==> config.mk <==
export PLATFORM = sky130hd
export DESIGN_NAME = alu_issue_ctrl
export DESIGN_NICKNAME = d
export VERILOG_FILES = /design/src/rtl/alu_issue_ctrl.sv
export SDC_FILE = /design/constraint.sdc
export NUM_CORES = 1
export LEC_CHECK = 0
export ABC_AREA = 1
export ABC_CLOCK_PERIOD_IN_PS = 1700
export CELL_PAD_IN_SITES_DETAIL_PLACEMENT = 0
export CELL_PAD_IN_SITES_GLOBAL_PLACEMENT = 1
export CORE_UTILIZATION = 25
export DETAILED_ROUTE_END_ITERATION = 12
export GPL_TIMING_DRIVEN = 0
export PLACE_DENSITY_LB_ADDON = 0.05
export SLEW_MARGIN = 20
export SYNTH_ARGS = -nofsm -noshare
export SYNTH_HDL_FRONTEND = slang
export SYNTH_SLANG_ARGS = --single-unit
==> constraint.sdc <==
create_clock -name clk -period 1.7 [get_ports clk]
set_input_delay 0.34 -clock clk [delete_from_list [all_inputs] [get_ports clk]]
set_output_delay 0.34 -clock clk [all_outputs]
set_load 0.02 [all_outputs]
==> src/rtl/alu_issue_ctrl.sv <==
// Issue controller for a combinational 32-bit ALU: accepts decoded instructions on a
// valid/ready request port, drives registered operands/opcode, returns results on a response port.
module alu_issue_ctrl #(
    parameter int DATA_W = 32,
    parameter int CNT_W  = 16
) (
    input  logic              clk,
    input  logic              rst_n,
    input  logic              req_valid,
    output logic              req_ready,
    input  logic [1:0]        req_ALUop,
    input  logic [2:0]        req_funct3,
    input  logic              req_funct7b5,
    input  logic [DATA_W-1:0] req_rs1,
    input  logic [DATA_W-1:0] req_rs2,
    output logic [DATA_W-1:0] a1,
    output logic [DATA_W-1:0] a2,
    output logic [3:0]        ALU_control,
    input  logic [DATA_W-1:0] Aout,
    input  logic              zeroFlag,
    output logic              res_valid,
    input  logic              res_ready,
    output logic [DATA_W-1:0] res_data,
    output logic              res_zero,
    output logic              res_branch_taken,
    output logic              res_illegal,
    output logic [CNT_W-1:0]  op_count
);

    typedef enum logic [1:0] {
        IDLE = 2'd0,
        EXEC = 2'd1,
        RESP = 2'd2
    } state_t;

    state_t     state;
    state_t     state_next;
    logic [3:0] dec_code;
    logic       dec_illegal;
    logic       illegal_q;
    logic       branch_q;
    logic       accept;
    logic       handshake;

    always_comb begin
        dec_code    = 4'b0010;
        dec_illegal = 1'b0;
        case (req_ALUop)
            2'b00: dec_code = 4'b0010;
            2'b01: dec_code = 4'b0110;
            2'b10: begin
                case (req_funct3)
                    3'b000:  dec_code = req_funct7b5 ? 4'b0110 : 4'b0010;
                    3'b111:  dec_code = 4'b0000;
                    3'b110:  dec_code = 4'b0001;
                    default: begin
                        dec_code    = 4'b1111;
                        dec_illegal = 1'b1;
                    end
                endcase
            end
            default: begin
                dec_code    = 4'b1111;
                dec_illegal = 1'b1;
            end
        endcase
    end

    always_ff @(posedge clk or negedge rst_n) begin
        if (!rst_n) begin
            state <= IDLE;
        end else begin
            state <= state_next;
        end
    end

    always_comb begin
        state_next = state;
        case (state)
            IDLE:    if (req_valid) state_next = EXEC;
            EXEC:    state_next = RESP;
            RESP:    if (res_ready) state_next = IDLE;
            default: state_next = IDLE;
        endcase
    end

    // Ready is masked by rst_n so nothing looks acceptable while reset is held.
    assign req_ready = rst_n && (state == IDLE);
    assign res_valid = (state == RESP);
    assign accept    = (state == IDLE) && req_valid;
    assign handshake = (state == RESP) && res_ready;

    always_ff @(posedge clk or negedge rst_n) begin
        if (!rst_n) begin
            a1          <= '0;
            a2          <= '0;
            ALU_control <= 4'b0000;
            illegal_q   <= 1'b0;
            branch_q    <= 1'b0;
        end else if (accept) begin
            a1          <= req_rs1;
            a2          <= req_rs2;
            ALU_control <= dec_code;
            illegal_q   <= dec_illegal;
            branch_q    <= (req_ALUop == 2'b01);
        end
    end

    // The ALU output is sampled at the end of the single EXEC cycle.
    always_ff @(posedge clk or negedge rst_n) begin
        if (!rst_n) begin
            res_data         <= '0;
            res_zero         <= 1'b0;
            res_branch_taken <= 1'b0;
            res_illegal      <= 1'b0;
        end else if (state == EXEC) begin
            res_data         <= Aout;
            res_zero         <= zeroFlag;
            res_branch_taken <= zeroFlag & branch_q;
            res_illegal      <= illegal_q;
        end
    end

    always_ff @(posedge clk or negedge rst_n) begin
        if (!rst_n) begin
            op_count <= '0;
        end else if (handshake) begin
            op_count <= op_count + CNT_W'(1);
        end
    end

endmodule

# --- Yosys cells after proc, flatten, opt, wreduce, memory -nomap -nowiden ---
# Index checks and enable logic that the tools add are counted.
classes:
  addsub: 1
  multipliers: 0
  div: 0
  order_cmp: 0
  eq_ne: 8
  shift: 0
  muxes: 8
  bitwise: 1
  reduce_logical: 9
ops:
  columns: ["cell", "n"]
  rows:
  - ["$pmux 4 s3", 2]
  - ["$add 16x1->16 const B", 1]
  - ["$eq 3x3->1 const B", 2]
  - ["$pmux 2 s3", 1]
  - ["$eq 2x1->1 const B", 2]
  - ["$eq 2x2->1 const B", 2]
  - ["$logic_not 2->1", 2]
  - ["$mux 2", 2]
  - ["$logic_and 1x1->1", 3]
  - ["$logic_not 3->1", 1]
  - ["$mux 3", 1]
  - ["$reduce_or 3->1", 1]
  - ["$ne 2x1->1 const B", 1]
  - ["$ne 2x2->1 const B", 1]
  - ["$pmux 1 s2", 1]
  - ["$reduce_and 2->1", 1]
  - ["$reduce_or 2->1", 1]
  - ["$and 1x1->1", 1]
  - ["$mux 1", 1]
totals:
  ff_bits: 123
  latch_bits: 0
  ram_bits: 0
  rom_bits: 0
  inputBits: 107
  output_inout_bits: 121
  word_cells: 38
  n_memories: 0

# --- Depth between registers and ports, before layout ---
# Gate-level depths: netlist of the first run.
depth:
  word_depth: 4
  ltp_mapped: 8

# --- Worst setup path after synthesis of the first run ---
# OpenSTA, ideal clock, no wires.
synth_path:
  path_type: "reg-to-reg"
  start: "register op_count[1]"
  end: "register op_count[8]"
  setup_ns: 0.117
  arrival_time_ns: 1.222
  t_required_ns: 1.583
  setup_slack_ns: 0.361
  path_stages_with_launch: 9
  n_path_buf: 0
  path_cell_list: "dfrtp_1 > ha_1 > inv_1 > nor2_4 > nand2_2 > nor2_4 > nand2_1 > nand2_1 > nand2_1"
synth_via:
  elab_chain_len: 1
synth_lines:
  columns: ["item", "line_no", "text"]
  rows:
  - ["start: declaration", "27", "output logic [CNT_W-1:0] op_count"]
  - ["start signal: assignment", "128", "op_count <= op_count + CNT_W'(1);"]
  - ["$add 16x1->16", "128", null]
# No other way between the ends.
# A chain may end at the register's enable or synchronous reset.

# --- Worst setup path in the final report of the first run ---
layout_path:
  start: "register state[1]"
  end: "output req_ready"
layout_via:
  elab_chain_len: 2
layout_lines:
  columns: ["item", "line_no", "text"]
  rows:
  - ["start: declaration", "36", "state_t state;"]
  - ["start signal: assignment", "73", "state <= state_next;"]
  - ["$logic_not 2->1", "88", "assign req_ready = rst_n && (state == IDLE);"]
  - ["$logic_and 1x1->1", "88", null]
  - ["end: declaration", "10", "output logic req_ready,"]
# No other way between the ends.

==> impl_metrics.ini, run 1 <==
[power_and_ir_drop]
powerDensity_nw_per_um2 = 1807
netSwitchingPower_w = 0.005698
pwr-share-seq_pct = 33.6
p_int_w = 0.008900
power.leakage_nw = 4.270
power_frac_clock_pct = 26.3
swShare_pct = 39.03
power_frac_comb_pct = 40.1
vdd_drop_max_v = 0.0006443

[final_layout]
area_delta_synth_final_pct = 62.40
fin_cells = 1110
diodes = 0
drive_above_1_share_pct = 7.692
postLayoutCoreUtil_pct = 41.51
n_fill_cell = 2018
layout.nets = 940

[worst_setup_path]
crit_required_ns = 1.36
crit_path_max_fanout = 3
r2r_start = state[1]$_DFFE_PN0P_
cp-start-kind = flip-flop
reg2reg_slack_ns = 0.26
endpoint_kind = output port
reg2reg_to = a2[29]$_DFFE_PN0P_
path_cells = inv_1 -> nand2_1 -> nor2_1 -> buf_2
cp_slowest_cell = dfrtp_1
cp_data_arrival_time_ns = 1.27
path_class = reg -> out
cpPeakStageDelay_ns = 0.42
reg2regPathDepth = 6

[sta]
max_slew.worst_pin.slew_ns = 0.4934
whs_ns = -0.1461
fmax_ghz = 0.6223
final-setup-viol-count = 0
period_share_pct = 94.53
rsz0062_at_grt = no
maxSlewHeadroom_pct = 67.11
finalMaxSlewViolations = 0
skew_ns = 0.008842
finalHoldViolCount = 59
post-route-min-period_ns = 1.607
tns_ns = 0

[detailed_routing]
wire_per_inst_um = 13.03
totalWireLength_um = 14460
routed_via_density = 4.011
dr.pass1.iters = 4
ant_nets = 0
vias = 4452
drcViolationCount = 0
drt-initial-drc-count = 192

[placed_design]
hpwl_um = 10610
place_congestion = 0.7385
place_inst = 1078
portBuffers = 227

[clock_network]
clock_path_buffers = 2
cts_inserted_buffers = 17
cts_root_buffer = clkbuf_16
cts_tree = yes
cts_max_level = 4
cts.clk_slew.worst_paths_ns = 0.05
insertion_delay_ns = 0.41
cts.sinks = 123

[logic_synthesis]
yosysWarnings = 0
syn_nets = 693
yosys.area.top_type = dfrtp_1
synth.ff_latch_count = 123
synth_top_area_share_pct = 61.87
syn_inst = 585
synth_area_per_cell_um2 = 8.504
yosysUniqueCellTypes = 23
yosysSeqAreaShare_pct = 61.87
syn_area_um2 = 4975
ys_top_cells_by_area = dfrtp_1 (62%), nand2_1 (27%), buf_2 (1.9%)

[floorplan]
die_width_um = 143.1
start_util_pct = 25.56
rows = 51
dieArea_um2 = 20470
die_height_um = 143.1
ioPinCount = 228
core_um2 = 19460

[grt]
globalRouteMet1Util_pct = 18.09
grt_pass1_vias = 4555
grt_max_degree = 65
grt-busiest-layer = met2
grt_pass1_wl_um = 23810
grt_overflow = 0
grt_usage_pct = 15.28
antenna_found_initial = 0
met2_usage_pct = 24.57
use_met3_pct = 6.573

[status]
status = finished with violations
violations = hold timing

[min_path]
hold_path.class = in -> async

[flow_run]
cap_viol_max_count = 0
## cell usage after synthesis
cell,instances
a21oi_1,2
a31oi_1,1
buf_2,19
buf_4,1
dfrtp_1,123
ha_1,1
inv_1,18
inv_2,3
nand2_1,359
nand2_2,1
nand3_1,4
nand3_2,1
nand3_4,1
nand3b_1,4
nand4_1,1
nor2_1,24
nor2_2,1
nor2_4,3
nor3_1,1
o21ai_0,9
o31ai_1,1
xnor2_1,3
xor2_1,4
## state kept, by name, summed over array words and instances, names as in the netlist
signal / count
a2: 32
ALU_control: 4
op_count: 16
res_data: 32
res_branch_taken: 1
a1: 32
state: 2
res_illegal: 1
illegal_q: 1
res_zero: 1
branch_q: 1
## final cells by class
class | instances | area, um^2 | share of cell area [%]
Clock inverter | 12 | 170.2 | 2.106
Buffer | 20 | 102.6 | 1.270
Inverter | 21 | 78.83 | 0.9757
Sequential cell | 123 | 3078 | 38.10
Clock buffer | 20 | 456.7 | 5.653
Multi-Input combinational cell | 421 | 1715 | 21.23
Timing Repair Buffer | 228 | 2146 | 26.56
Tap cell | 265 | 331.6 | 4.104
## per-layer routing
layer | part of all wire (%) | vias up | routed length, um
met5 | 0 | - | 0
met4 | 1.3 | 0 | 193
met3 | 9.2 | 17 | 1334
met2 | 47 | 144 | 6800
met1 | 42 | 2017 | 6131
li1 | - | 2274 | -
## logic make-up after synthesis
| logic type | share of synthesized area [%] |
|---|---|
| flip-flops | 61.87 |
| buffers and inverters | 3.647 |
| AND/OR/NAND/NOR | 31.61 |
| XOR/XNOR | 1.232 |
| adder cells (fa/ha/maj) | 0.2515 |
| AO/OA/AOI/OAI | 1.383 |
## stage by stage
| step | cell area, um^2 | worst slack [ns] | power, W |
|---|---|---|---|
| 3_3_place_gp | 7579 | -4.938 | 0.01182 |
| 4_1_cts | 8079 | 0.04858 | 0.01489 |
| 5_1_grt | 8079 | 0.01748 | 0.01572 |
| 3_5_place_dp | 7611 | -0.2625 | 0.01188 |
| 6_report | 8079 | 0.09302 | 0.01460 |
| 2_1_floorplan | 4975 | 0.3609 | 0.008288 |
## cells in the final DEF, fill, tap and decap left out, types with 4 or more instances in the layout
cell	synthesis	layout
bufinv_16	0	4
dlygate4sd2_1	0	119
clkinvlp_4	0	4
nand3b_1	4	4
clkdlybuf4s50_1	0	105
buf_2	19	21
clkbuf_16	0	17
nor2_1	24	24
nand2_1	359	359
inv_1	18	18
o21ai_0	9	9
clkinv_2	0	4
nand3_1	4	4
dfrtp_1	123	123
xor2_1	4	4
## power groups by stage
stage | clock (W) | sequential [W] | combinational, W
floorplan | 0 | 0.00647 | 0.00181
global placement | 0 | 0.00496 | 0.00686
detailed placement | 0 | 0.00498 | 0.00690
CTS | 0.00397 | 0.00492 | 0.00600
global route | 0.00408 | 0.00509 | 0.00655
finish | 0.00383 | 0.00491 | 0.00586
## repair_timing
item                                    CTS  global route
endpoints found under the setup margin  121             0
buffers inserted                          0             0
gates resized for setup                 128             0
endpoints found under the hold margin    59            59
## worst max path at each step
stage / startpoint / end / slack [ns] / depth (start not counted)
2_1_floorplan: op_count[1]$_DFFE_PN0P_ / op_count[8]$_DFFE_PN0P_ / 0.36 / 8
3_3_place_gp: rst_n / a2[6]$_DFFE_PN0P_ / -4.94 / 1
3_5_place_dp: rst_n / req_ready / -0.26 / 4
4_1_cts: state[1]$_DFFE_PN0P_ / req_ready / 0.05 / 4
5_1_grt: state[1]$_DFFE_PN0P_ / req_ready / 0.02 / 4
6_report: state[1]$_DFFE_PN0P_ / req_ready / 0.09 / 4
## critical path, delay by kind of cell, from the launching register on
kind                   cells  cell delay, ns
flip-flops                 1            0.42
buffers and inverters      2            0.31
AND/OR/NAND/NOR            2            0.14
(Power assumes the default switching activity.)
==> run 2, diff against run 1 <==
Settings changed: CAP_MARGIN from default to 15, CTS_CLUSTER_DIAMETER from default to 30.
==> results of run 2 <==
Same layout as run 1: the final DEF is identical, and so are final timing and power.
